## src/rtl/flag_pkg.sv

```systemverilog
// flag_pkg: shared types and constants for the flag controller slice.
//   flag_pair_t  - one {C,Z} flag pair, live or shadowed
//   FLG_SRC_*    - load-source select encoding
//   flag_state_t - control FSM states
//   STK_OVF/UNF  - bit positions inside STK_ERR
package flag_pkg;

  typedef struct packed {
    logic c;
    logic z;
  } flag_pair_t;

  localparam logic FLG_SRC_ALU  = 1'b0;
  localparam logic FLG_SRC_SHAD = 1'b1;

  typedef enum logic {
    NORM = 1'b0,
    ERR  = 1'b1
  } flag_state_t;

  localparam int STK_OVF = 1;
  localparam int STK_UNF = 0;

endpackage

```

## src/rtl/flag_ctrl_if.sv

```systemverilog
// flag_ctrl_if: strobe/flag bundle between the control unit, the ALU and
// flag_ctrl.
//   master - control unit / ALU side: drives strobes and ALU results,
//            observes the live flags and shadow-stack status
//   slave  - flag_ctrl side
// SHAD_CNT is $clog2(DEPTH+1) bits so that it can hold the value DEPTH.
interface flag_ctrl_if #(
  parameter int DEPTH = 4
);
  localparam int CW = $clog2(DEPTH + 1);

  logic          C_IN;
  logic          Z_IN;
  logic          FLG_LD_SEL;
  logic          FLG_C_LD;
  logic          FLG_C_SET;
  logic          FLG_C_CLR;
  logic          FLG_Z_LD;
  logic          INT_ENTRY;
  logic          RETI;
  logic          C_FLAG;
  logic          Z_FLAG;
  logic [CW-1:0] SHAD_CNT;
  logic          SHAD_FULL;
  logic          SHAD_EMPTY;
  logic [1:0]    STK_ERR;

  modport master (
    output C_IN, Z_IN, FLG_LD_SEL, FLG_C_LD, FLG_C_SET, FLG_C_CLR,
           FLG_Z_LD, INT_ENTRY, RETI,
    input  C_FLAG, Z_FLAG, SHAD_CNT, SHAD_FULL, SHAD_EMPTY, STK_ERR
  );

  modport slave (
    input  C_IN, Z_IN, FLG_LD_SEL, FLG_C_LD, FLG_C_SET, FLG_C_CLR,
           FLG_Z_LD, INT_ENTRY, RETI,
    output C_FLAG, Z_FLAG, SHAD_CNT, SHAD_FULL, SHAD_EMPTY, STK_ERR
  );

endinterface

```

## src/rtl/flag_stack.sv

```systemverilog
// flag_stack: LIFO of flag_pair_t shadow entries.
//   clk, rst_n - clock, synchronous active-low reset (clears count only)
//   push, pop  - push din / pop top; both together on a non-empty stack
//                replaces the top with itself (contents and count unchanged),
//                both together on an empty stack behaves as a plain push
//   din        - value to push
//   top        - current top entry, 0 when empty
//   cnt        - occupied entries (saturates at 0 and DEPTH)
//   full/empty - combinational from cnt
module flag_stack
  import flag_pkg::*;
#(
  parameter int DEPTH = 4,
  parameter int CW    = $clog2(DEPTH + 1)
) (
  input  logic          clk,
  input  logic          rst_n,
  input  logic          push,
  input  logic          pop,
  input  flag_pair_t    din,
  output flag_pair_t    top,
  output logic [CW-1:0] cnt,
  output logic          full,
  output logic          empty
);

  flag_pair_t    mem_q [DEPTH];
  logic [CW-1:0] cnt_q, cnt_d;
  logic          wr_en;

  assign full  = (cnt_q == CW'(DEPTH));
  assign empty = (cnt_q == '0);
  assign cnt   = cnt_q;

  // A write only happens for a real push; the simultaneous pop+push on a
  // non-empty stack would rewrite the top with its own value, so it is skipped.
  assign wr_en = push && !full && (!pop || empty);

  always_comb begin
    cnt_d = cnt_q;
    if (wr_en) begin
      cnt_d = cnt_q + CW'(1);
    end else if (pop && !push && !empty) begin
      cnt_d = cnt_q - CW'(1);
    end
  end

  always_comb begin
    top = '0;
    for (int i = 0; i < DEPTH; i++) begin
      if (cnt_q == CW'(i + 1)) top = mem_q[i];
    end
  end

  always_ff @(posedge clk) begin
    if (!rst_n) cnt_q <= '0;
    else        cnt_q <= cnt_d;
  end

  always_ff @(posedge clk) begin
    for (int i = 0; i < DEPTH; i++) begin
      if (wr_en && (cnt_q == CW'(i))) mem_q[i] <= din;
    end
  end

endmodule

```

## src/rtl/flag_ctrl.sv

```systemverilog
// flag_ctrl: live C/Z status flags plus shadow stack for nested interrupts.
//   CLK   - system clock
//   RST_N - synchronous active-low reset
//   bus   - flag_ctrl_if.slave: strobes and ALU results in, live flags,
//           shadow count, full/empty and sticky STK_ERR {ovf,unf} out
// Optional build macro FLAG_STACK_ERR_EN: when defined, over/underflow is
// reported on STK_ERR and latches the ERR state; when undefined, STK_ERR
// reads 2'b00 and the FSM stays in NORM. Stack behaviour is identical.
//
// state | meaning
// NORM  | no stack error since reset
// ERR   | over/underflow seen since reset; left only by reset
module flag_ctrl
  import flag_pkg::*;
#(
  parameter int DEPTH = 4
) (
  input logic       CLK,
  input logic       RST_N,
  flag_ctrl_if.slave bus
);

  localparam int CW = $clog2(DEPTH + 1);

  flag_pair_t    live_q, live_d;
  flag_pair_t    top;
  logic [CW-1:0] cnt;
  logic          full, empty, pop_ok;
  flag_state_t   state_q, state_d;
  logic [1:0]    err_q, err_d;

  flag_stack #(.DEPTH(DEPTH), .CW(CW)) u_stack (
    .clk   (CLK),
    .rst_n (RST_N),
    .push  (bus.INT_ENTRY),
    .pop   (bus.RETI),
    .din   (live_q),
    .top   (top),
    .cnt   (cnt),
    .full  (full),
    .empty (empty)
  );

  // Shadow-source loads peek the top without popping; top reads 0 when empty.
  always_comb begin
    pop_ok = bus.RETI && !empty;
    live_d = live_q;

    if (pop_ok)             live_d.c = top.c;
    else if (bus.FLG_C_SET) live_d.c = 1'b1;
    else if (bus.FLG_C_CLR) live_d.c = 1'b0;
    else if (bus.FLG_C_LD)
      live_d.c = (bus.FLG_LD_SEL == FLG_SRC_SHAD) ? top.c : bus.C_IN;

    if (pop_ok)             live_d.z = top.z;
    else if (bus.FLG_Z_LD)
      live_d.z = (bus.FLG_LD_SEL == FLG_SRC_SHAD) ? top.z : bus.Z_IN;
  end

`ifdef FLAG_STACK_ERR_EN
  logic ovf, unf;
  assign ovf = bus.INT_ENTRY && !bus.RETI && full;
  assign unf = bus.RETI && empty;
`endif

  always_comb begin
    state_d = state_q;
    err_d   = err_q;
`ifdef FLAG_STACK_ERR_EN
    if (ovf || unf) state_d = ERR;
    err_d[STK_OVF] = err_q[STK_OVF] | ovf;
    err_d[STK_UNF] = err_q[STK_UNF] | unf;
`else
    state_d = NORM;
    err_d   = 2'b00;
`endif
  end

  always_ff @(posedge CLK) begin
    if (!RST_N) begin
      live_q  <= '0;
      state_q <= NORM;
      err_q   <= 2'b00;
    end else begin
      live_q  <= live_d;
      state_q <= state_d;
      err_q   <= err_d;
    end
  end

  assign bus.C_FLAG     = live_q.c;
  assign bus.Z_FLAG     = live_q.z;
  assign bus.SHAD_CNT   = cnt;
  assign bus.SHAD_FULL  = full;
  assign bus.SHAD_EMPTY = empty;
  assign bus.STK_ERR    = (state_q == ERR) ? err_q : 2'b00;

endmodule

```

## src/flat_wrapper.sv

```systemverilog
// flat-port wrapper written by rule: the top's interface ports become plain ports
module flag_ctrl_flat import flag_pkg::*;
#(
  parameter int DEPTH = 4
)
  (CLK, RST_N, bus_C_IN, bus_Z_IN, bus_FLG_LD_SEL, bus_FLG_C_LD, bus_FLG_C_SET, bus_FLG_C_CLR, bus_FLG_Z_LD, bus_INT_ENTRY, bus_RETI, bus_C_FLAG, bus_Z_FLAG, bus_SHAD_CNT, bus_SHAD_FULL, bus_SHAD_EMPTY, bus_STK_ERR);
  flag_ctrl_if #(.DEPTH(DEPTH)) bus_i ();
  input logic CLK;
  input logic RST_N;
  input wire logic [$bits(bus_i.C_IN)-1:0] bus_C_IN;
  input wire logic [$bits(bus_i.Z_IN)-1:0] bus_Z_IN;
  input wire logic [$bits(bus_i.FLG_LD_SEL)-1:0] bus_FLG_LD_SEL;
  input wire logic [$bits(bus_i.FLG_C_LD)-1:0] bus_FLG_C_LD;
  input wire logic [$bits(bus_i.FLG_C_SET)-1:0] bus_FLG_C_SET;
  input wire logic [$bits(bus_i.FLG_C_CLR)-1:0] bus_FLG_C_CLR;
  input wire logic [$bits(bus_i.FLG_Z_LD)-1:0] bus_FLG_Z_LD;
  input wire logic [$bits(bus_i.INT_ENTRY)-1:0] bus_INT_ENTRY;
  input wire logic [$bits(bus_i.RETI)-1:0] bus_RETI;
  output wire logic [$bits(bus_i.C_FLAG)-1:0] bus_C_FLAG;
  output wire logic [$bits(bus_i.Z_FLAG)-1:0] bus_Z_FLAG;
  output wire logic [$bits(bus_i.SHAD_CNT)-1:0] bus_SHAD_CNT;
  output wire logic [$bits(bus_i.SHAD_FULL)-1:0] bus_SHAD_FULL;
  output wire logic [$bits(bus_i.SHAD_EMPTY)-1:0] bus_SHAD_EMPTY;
  output wire logic [$bits(bus_i.STK_ERR)-1:0] bus_STK_ERR;
  assign bus_i.C_IN = bus_C_IN;
  assign bus_i.Z_IN = bus_Z_IN;
  assign bus_i.FLG_LD_SEL = bus_FLG_LD_SEL;
  assign bus_i.FLG_C_LD = bus_FLG_C_LD;
  assign bus_i.FLG_C_SET = bus_FLG_C_SET;
  assign bus_i.FLG_C_CLR = bus_FLG_C_CLR;
  assign bus_i.FLG_Z_LD = bus_FLG_Z_LD;
  assign bus_i.INT_ENTRY = bus_INT_ENTRY;
  assign bus_i.RETI = bus_RETI;
  assign bus_C_FLAG = bus_i.C_FLAG;
  assign bus_Z_FLAG = bus_i.Z_FLAG;
  assign bus_SHAD_CNT = bus_i.SHAD_CNT;
  assign bus_SHAD_FULL = bus_i.SHAD_FULL;
  assign bus_SHAD_EMPTY = bus_i.SHAD_EMPTY;
  assign bus_STK_ERR = bus_i.STK_ERR;
  flag_ctrl #(.DEPTH(DEPTH)) u_core (.CLK(CLK), .RST_N(RST_N), .bus(bus_i));
endmodule
```

## config.mk

```make
export PLATFORM = sky130hd
export DESIGN_NAME = flag_ctrl_flat
export DESIGN_NICKNAME = d
export VERILOG_FILES = /design/src/rtl/flag_pkg.sv /design/src/rtl/flag_ctrl_if.sv /design/src/rtl/flag_stack.sv /design/src/rtl/flag_ctrl.sv /design/src/flat_wrapper.sv
export SDC_FILE = /design/constraint.sdc
export NUM_CORES = 1
export LEC_CHECK = 0
export ABC_AREA = 1
export ABC_CLOCK_PERIOD_IN_PS = 2120
export CORE_MARGIN = 2
export CORE_UTILIZATION = 43
export CTS_CLUSTER_SIZE = 12
export DETAILED_ROUTE_END_ITERATION = 8
export PLACE_DENSITY = 0.71
export SETUP_SLACK_MARGIN = 0.02
export SKIP_LAST_GASP = 1
export SYNTH_ARGS = -nofsm -noshare
export SYNTH_HDL_FRONTEND = slang
export SYNTH_HIERARCHICAL = 1
export SYNTH_SLANG_ARGS = --single-unit
export TNS_END_PERCENT = 1
```

## constraint.sdc

```tcl
create_clock -name CLK -period 2.12 [get_ports CLK]
set_input_delay 0.424 -clock CLK [delete_from_list [all_inputs] [get_ports CLK]]
set_output_delay 0.424 -clock CLK [all_outputs]
set_load 0.02 [all_outputs]
```

; ---- After elaboration in Yosys (flattened, before gate mapping)
; Memory sizes are Yosys's and may differ from the RTL's.
; Index checks and enable logic that the tools add are counted.
[totals]
ff_bits = 5
ram_bits = 8
memories = 1
elab_cells = 62
[classes]
mux = 31
addsub = 2
n_reduce_logical = 21
n_eq_ne = 4
[mem_list]
columns = memory, depth, word_bits, read_ports, rd_clocked_by_memory_dff, wr, line_no
row1 = u_core.u_stack.mem_q, 4, 2, 4, 0, 1, flag_stack.sv:27  ; flag_pair_t mem_q [DEPTH];
[ops]
columns = op, count
row1 = 2-bit two-way mux, 10
row2 = 1-bit two-way mux, 19
row3 = 1-bit logical AND, 9
row4 = 3-bit by 2-bit == test with 1-bit output (second input constant), 2
row5 = 3-bit two-way mux, 2
row6 = 2-bit OR reduction, 3
row7 = 1-bit logical NOT, 4
row8 = 2-bit nonzero test, 2
row9 = 4-bit nonzero test, 1
row10 = 3-bit by 1-bit adder with 3-bit output (second input constant), 1
row11 = 3-bit by 1-bit == test with 1-bit output (second input constant), 1
row12 = 3-bit == test (second input constant), 1
row13 = 3-bit logical NOT, 1
row14 = 3-bit by 1-bit subtractor with 3-bit output (second input constant), 1
row15 = 1-bit logical OR, 1

; ---- Logic depth before layout (Yosys ltp)
[depth]
depth_word = 11
mapped_depth = 12
ltp_nobuf = 12

; ---- By module
; Netlist, hierarchy kept.
[by_module_without_submodules]
columns = module, cells_each, area_each_um2, instances
row1 = flag_stack, 72, 664.4, 1
row2 = flag_ctrl, 28, 176.4, 1

; ---- Worst setup path after synthesis
; Ideal clock, no wire load.
[synth_path]
path_type = register to register
from = register u_core.u_stack.cnt_q[0] (netlist: u_core/u_stack/cnt[0])
to = memory u_core/u_stack/mem_q[2][0] (netlist name) (enable)
t_arrival_ns = 1.410
path_slack_ns = 0.381
setup_time_ns = 0.329
t_required_ns = 1.791
path_buffers = 0
path_stages_with_launch = 6
path_cell_list = dfxtp_1 inv_1 ha_1 a21oi_2 nand2_4 nor3_1
[synth_via]
elab_chain_len = 11
elab_cells_between_ends = 30
[synth_rtl]
columns = item, line_no
row1 = start: declaration, flag_stack.sv:28  ; logic [CW-1:0] cnt_q, cnt_d;
row2 = start signal: assignment, flag_stack.sv:57  ; else cnt_q <= cnt_d;
row3 = 3-bit == test, flag_stack.sv:31  ; assign full = (cnt_q == CW'(DEPTH));
row4 = 1-bit logical NOT, flag_stack.sv:37  ; assign wr_en = push && !full && (!pop || empty);
row5 = 1-bit logical AND (2 in a row), flag_stack.sv:37
row6 = 1-bit logical AND, flag_stack.sv:62  ; if (wr_en && (cnt_q == CW'(i))) mem_q[i] <= din;
row7 = 1-bit two-way mux, flag_stack.sv:62
row8 = 1-bit two-way mux (implied by the code), flag_stack.sv:62
row9 = 2-bit OR reduction (no source line), -
row10 = 2-bit two-way mux (no source line) or 1-bit two-way mux (tied branches) (3 in a row), -
row11 = end: declaration, flag_stack.sv:27
; Several ways; a longest one is shown, not always the timed one.

; ---- Final worst setup path
[layout_path]
from = register u_core.u_stack.cnt_q[1] (netlist: u_core/u_stack/cnt[1])
to = output port bus_SHAD_FULL
[layout_via]
elab_chain_len = 1
[layout_rtl]
columns = item, line_no
row1 = 3-bit == test, flag_stack.sv:31
row2 = end: declaration, flat_wrapper.sv:22  ; output wire logic [$bits(bus_i.SHAD_FULL)-1:0] bus_SHAD_FULL;
; No other way between the ends.

==> results.md <==
• **status** finished clean
• **setup TNS after final layout** 0 ps
• **Total Power** 1.13 mW
• **I/O pin count** 20
• **Sequential Power Share** 0.335
• **Maximum Capacitance Violations** 0
• **quantity of hold-fixing buffers added after cts** 0
• **detailed router's first-iteration violation count** 7
• **crit-path max cell delay** 350 ps
• **critical-path cell list** inv_1 > ha_2 > nand2_1 > inv_1 > dlygate4sd2_1
• **total vias in the final route** 664
• **worst setup path class** reg2out
• **maximum root-to-sink buffer count** 2
• **Port Buffer Count** 17
• **Placer Congestion** 0.816
• **number of placement rows** 15
• **Post-layout nets** 138
• **hold_ws** 543 ps
• **via count of the first global-routing pass** 636
• **starting utilization of the core area** 0.472
• **power per cell area** 1070 nW/µm²
• **r2r worst-path depth** 5
• **TritonCTS clock tree** done
• **Cell variety after synth** 27
• **Logic pwr share** 0.528
• **worst supply voltage drop on vdd** 596 µV
• **Fill cells** 158
• **number of instances in the synthesized netlist** 100
• **critical path peak fanout** 4
• **via count normalized by instance count** 4.58
• **number of buffers created by CTS** 3
• **pins over their slew limit** 0
• **pin count of the biggest net entering global routing** 9
• **clock tree sinks** 13
• **DRC** 0
• **initial antenna violation count** 0
• **share of total power consumed by net switching** 0.429
• **number of optimization iterations in the first detailed-route pass** 4
• **worst hold path depth** 2
• **WHS Endpoint** u_core/u_stack/cnt[0]
• **Global Route Usage Sum** 0.168
• **yosys warns** 6
• **wire length of the first global-routing pass** 2620 µm
• **full die area** 2330 µm²
• **type of destination of the critical path** output port
• **Leak** 0.487 nW
• **launch instance of the worst register-to-register path** u_core/u_stack/cnt[0]
• **H-tree levels** 1
• **layout cell share with drive strength beyond 1** 0.167
• **Net Switching** 486 µW
• **Post-Syn Area** 841 µm²
• **setup repair after global routing missed its margin** yes
• **number of buffers and inverters on the critical path** 3
• **Worst Path Arrival** 1570 ps
• **worst reg2reg path endpoint** u_core/u_stack/mem_q[1][0]
• **minimum setup slack among reg-to-reg paths** 420 ps
• **clock root buffer** sky130_fd_sc_hd__clkbuf_4
• **detail-routed net length per standard cell** 10.7 µm
• **Hold Crit Class** reg2reg
• **number of nets with antenna violations after routing** 0
• **Final Hold Viols** 0
• **detailed placer's ending HPWL** 1270 µm
• **Die Y-Extent** 48.2 µm
• **worst-case setup margin in the final layout** 126 ps
• **Top cell by count, worst path** sky130_fd_sc_hd__inv_1
• **Max Clk Rate** 502 MHz
• **required time of the critical path** 1700 ps
• **startpoint type of the worst setup path** flip-flop
• **Tcrit/Tclk final** 0.941
• **area of the core** 1780 µm²
• **Post-Synthesis Mean Instance Area** 8.41 µm²
• **part of the power in the clock network** 0.137
• **horizontal die dimension** 48.2 µm
• **share of synthesized area occupied by flip-flops and latches** 0.405
• **total routed wirelength** 1550 µm
• **Ant. Diodes** 0
• **Seq cells post-synth** 13
• **Worst path top cell family by delay** buffers and inverters
• **final global-route overflow total** 0
• **pre-CTS setup slack** 119 ps
• **Syn-to-layout area delta** 25.7%
• **Final setup viols** 0
• **standard cell with the maximum stage delay on the critical path** sky130_fd_sc_hd__dfxtp_1
• **clock tree skew after final layout** 1.66 ps
• **final worst path period need** 1990 ps
• **source-to-sink clock delay at the later pin of the worst-skew pair** 270 ps
• **total internal power** 646 µW
• **worst setup path start** u_core/u_stack/cnt[1]
• **hold path startpoint** u_core/u_stack/cnt[0]
• **CTS clk-pin slew, worst paths** 80 ps
==> repair_timing <==
action,CTS,global route
resized for setup,2,1
cloned,0,0
setup buffers,0,0
endpoints found under the setup margin,2,2
==> cells in the mapped netlist, drive strengths merged <==
cell type	instances	share of area
nand2	22	0.15
inv	18	0.083
nand3	13	0.083
nor2	10	0.048
edfxtp	8	0.29
ha	6	0.089
dfxtp	5	0.12
a21oi	3	0.027
buf	3	0.031
a21boi	2	0.018
nor3	2	0.012
o21ai	2	0.012
or2	2	0.015
conb	1	0.0045
nand3b	1	0.0089
nand4	1	0.0074
xnor2	1	0.010
==> power by group through the flow <==
stage	combinational, mW	clock [mW]	sequential, mW
after floorplan	0.409	0	0.400
after CTS	0.607	0.158	0.381
final	0.598	0.155	0.379
after global routing	0.678	0.172	0.388
after global placement	0.597	0	0.386
after detailed placement	0.605	0	0.387
==> registers in the layout, summed over array words and instances (netlist names) <==
| name | count |
|---|---|
| u_core/bus.C_FLAG | 1 |
| u_core/bus.Z_FLAG | 1 |
| u_core/u_stack/cnt | 3 |
| u_core/u_stack/mem_q | 8 |
==> cell families (layout without fill, tap and decap cells) <==
kind of cell	count (synthesis)	count (layout)	share of synthesized area
other cells	1	2	0.00446
buf+inv	21	40	0.115
fa+ha+maj	6	6	0.0893
simple gates	51	51	0.320
compound gates	7	7	0.0565
flops	13	13	0.405
xor+xnor	1	1	0.0104
==> worst register-to-register path, delay by kind of cell (launching register included) <==
| kind | cells | cell delay (ps) |
|---|---|---|
| adders and majority gates | 1 | 230 |
| AOI/OAI and AO/OA | 1 | 240 |
| buffers and inverters | 1 | 110 |
| DFF | 1 | 400 |
| and+or+nand+nor | 2 | 400 |
==> routing by layer <==
layer	vias up	wire length [µm]	GRT usage
met5	-	0	0
met4	0	43	0.114
met3	5	42	0.0148
met2	16	742	0.271
met1	291	720	0.212
li1	352	-	-
==> area by class of cell <==
type	instances	area [µm²]	share of cell area
Tap cell	25	31.3	0.0296
Sequential cell	13	340	0.322
Multi-Input combinational cell	67	410	0.388
Inverter	18	70.1	0.0663
Clock buffer	4	26.3	0.0249
Timing Repair Buffer	18	179	0.169
==> through the flow <==
stage | instance area [µm²] | utilization | cells
floorplan | 845 | - | 101
global placement | 1030 | 0.576 | 141
detailed placement | 1030 | 0.576 | 141
CTS | 1050 | 0.592 | 145
global route | 1060 | 0.593 | 145
finish | 1060 | 0.593 | 145
==> cell usage in the layout, fill, tap and decap left out, types with 2 or more instances in the layout <==
cell type                         instances
sky130_fd_sc_hd__dfxtp_1                  5
sky130_fd_sc_hd__a21oi_2                  2
sky130_fd_sc_hd__nand2_1                 16
sky130_fd_sc_hd__nor2_1                   9
sky130_fd_sc_hd__nor3_1                   2
sky130_fd_sc_hd__edfxtp_1                 8
sky130_fd_sc_hd__ha_1                     5
sky130_fd_sc_hd__inv_2                    2
sky130_fd_sc_hd__nand2_4                  5
sky130_fd_sc_hd__clkdlybuf4s50_1         15
sky130_fd_sc_hd__nand3_1                 12
sky130_fd_sc_hd__conb_1                   2
sky130_fd_sc_hd__or2_2                    2
sky130_fd_sc_hd__inv_1                   15
sky130_fd_sc_hd__clkbuf_4                 3
==> worst max-delay path by stage <==
stage | cells past startpoint | endpoint | slack, ps
finish | 5 | bus_SHAD_FULL | 130
global route | 5 | bus_SHAD_FULL | -30
CTS | 5 | bus_SHAD_EMPTY | -120
detailed placement | 5 | bus_SHAD_FULL | 120
global placement | 5 | bus_SHAD_FULL | 150
floorplan | 5 | u_core/u_stack/mem_q[2][0] | 380
Power figures use the tool's default switching activity.
==> variant, RTL diff (config.mk and constraints unchanged) <==
Make the reset (`RST_N` and `rst_n`) asynchronous in 2 clocked blocks. Comments in the files are not updated.
--- a/src/rtl/flag_stack.sv
+++ b/src/rtl/flag_stack.sv
@@ -52,7 +52,7 @@
     end
   end
 
-  always_ff @(posedge clk) begin
+  always_ff @(posedge clk or negedge rst_n) begin
     if (!rst_n) cnt_q <= '0;
     else        cnt_q <= cnt_d;
   end
--- a/src/rtl/flag_ctrl.sv
+++ b/src/rtl/flag_ctrl.sv
@@ -76,7 +76,7 @@
 `endif
   end
 
-  always_ff @(posedge CLK) begin
+  always_ff @(posedge CLK or negedge RST_N) begin
     if (!RST_N) begin
       live_q  <= '0;
       state_q <= NORM;
Check against the original RTL: differs if RST_N is asserted again (counterexample within 4 cycles, from zero or initial values and one cycle with RST_N low); with RST_N held inactive, the same outputs for 10 cycles.
==> variant against the original RTL <==
  * Total power up 24%
  * Highest routed layer unchanged
  * Setup slack got worse by 0.0037 ns
  * Clock skew grew 0.0019 ns
  * Area after synthesis is 1.6% higher
  * Via count rose by 1.2%
  * Routed wire length fell by 1.0%
  * Sequential cell count unchanged
  * Largest power group unchanged
  * Design area rose by 3.7%
==> variant: results (changes against the original RTL) <==
| Metric | Value |
|---|---|
| Outcome | `completed` |
| Seq/Total Area, Yosys | `42.8% (+2.3 points)` |
| GR Util met2 | `22.9% (-4.2 points)` |
| Clk pwr share | `10.4% (-3.3 points)` |
| Synth Area in Compound Gates | `6.15% (+0.49 points)` |
| Met3 wire length | `34 um (-19%)` |
| Post-synthesis xor/xnor area fraction | `1.02% (-0.017 points)` |
| Largest stage delay, worst path | `0.38 ns (+0.03 ns)` |
| Met3 usage in global routing | `1.23% (-0.25 points)` |
| Combinational group power | `0.823 mW (+38%)` |
| GRT Overall Usage | `14.4% (-2.4 points)` |
| Fmax | `501 MHz (-0.18%)` |
| Slowest CP cell | `dfrtp_1` |
| Share of layout cells above drive strength 1 | `15.4% (-1.2 points)` |
| Met1 WL | `709 um (-1.5%)` |
| Ys async rst share | `38.5% (+38 points)` |
| Max IR drop VDD | `0.841 mV (+41%)` |
| Final nets | `141 (+2.2%)` |
| Crit path launch | `u_core/u_stack/cnt[0]` |
| Wirelength per Cell | `10.2 um (-4.3%)` |
| Int Power | `0.789 mW (+22%)` |
| First-pass GRT wire length | `2.59 mm (-1.3%)` |
| Top cells by area, synth | `edfxtp_1 28%, dfrtp_1 15%, nand2_1 9.7%` |
| PwrDens | `1290 nW/um^2 (+20%)` |
| HPWL Detailed | `1.27 mm (+0.47%)` |
| Min Hold Slack | `0.388 ns (-0.154 ns)` |
| Hold Path Class | `primary input to asynchronous set/reset pin` |
| M1 GR Usage | `19.7% (-1.5 points)` |
==> variant: cell types whose count changed after synthesis, sizes merged <==
| cell | delta |
|---|---|
| nor2 | +2 |
| or2 | -2 |
| a21boi | -1 |
| xor2 | +1 |
| dfxtp | -5 |
| nand2 | +4 |
| nand4 | -1 |
| nand3 | -3 |
| xnor2 | -1 |
| o21ai | +1 |
| dfrtp | +5 |
==> variant: through the flow <==
stage / TNS, ns / utilization (%) / cells
final: 0 / 57.0 / 150
after floorplan: 0 / - / 101
after CTS: -0.140 / 56.9 / 150
after global placement: 0 / 55.5 / 146
after detailed placement: 0 / 55.5 / 146
after global routing: -0.00280 / 57.0 / 150
==> variant: layout make-up <==
cell class                      count  area (um^2)  area share, %
Timing Repair Buffer               21          201           18.4
Multi-Input combinational cell     67          397           36.2
Tap cell                           27         33.8           3.08
Sequential cell                    13          365           33.3
Inverter                           18         72.6           6.62
Clock buffer                        4         26.3           2.40
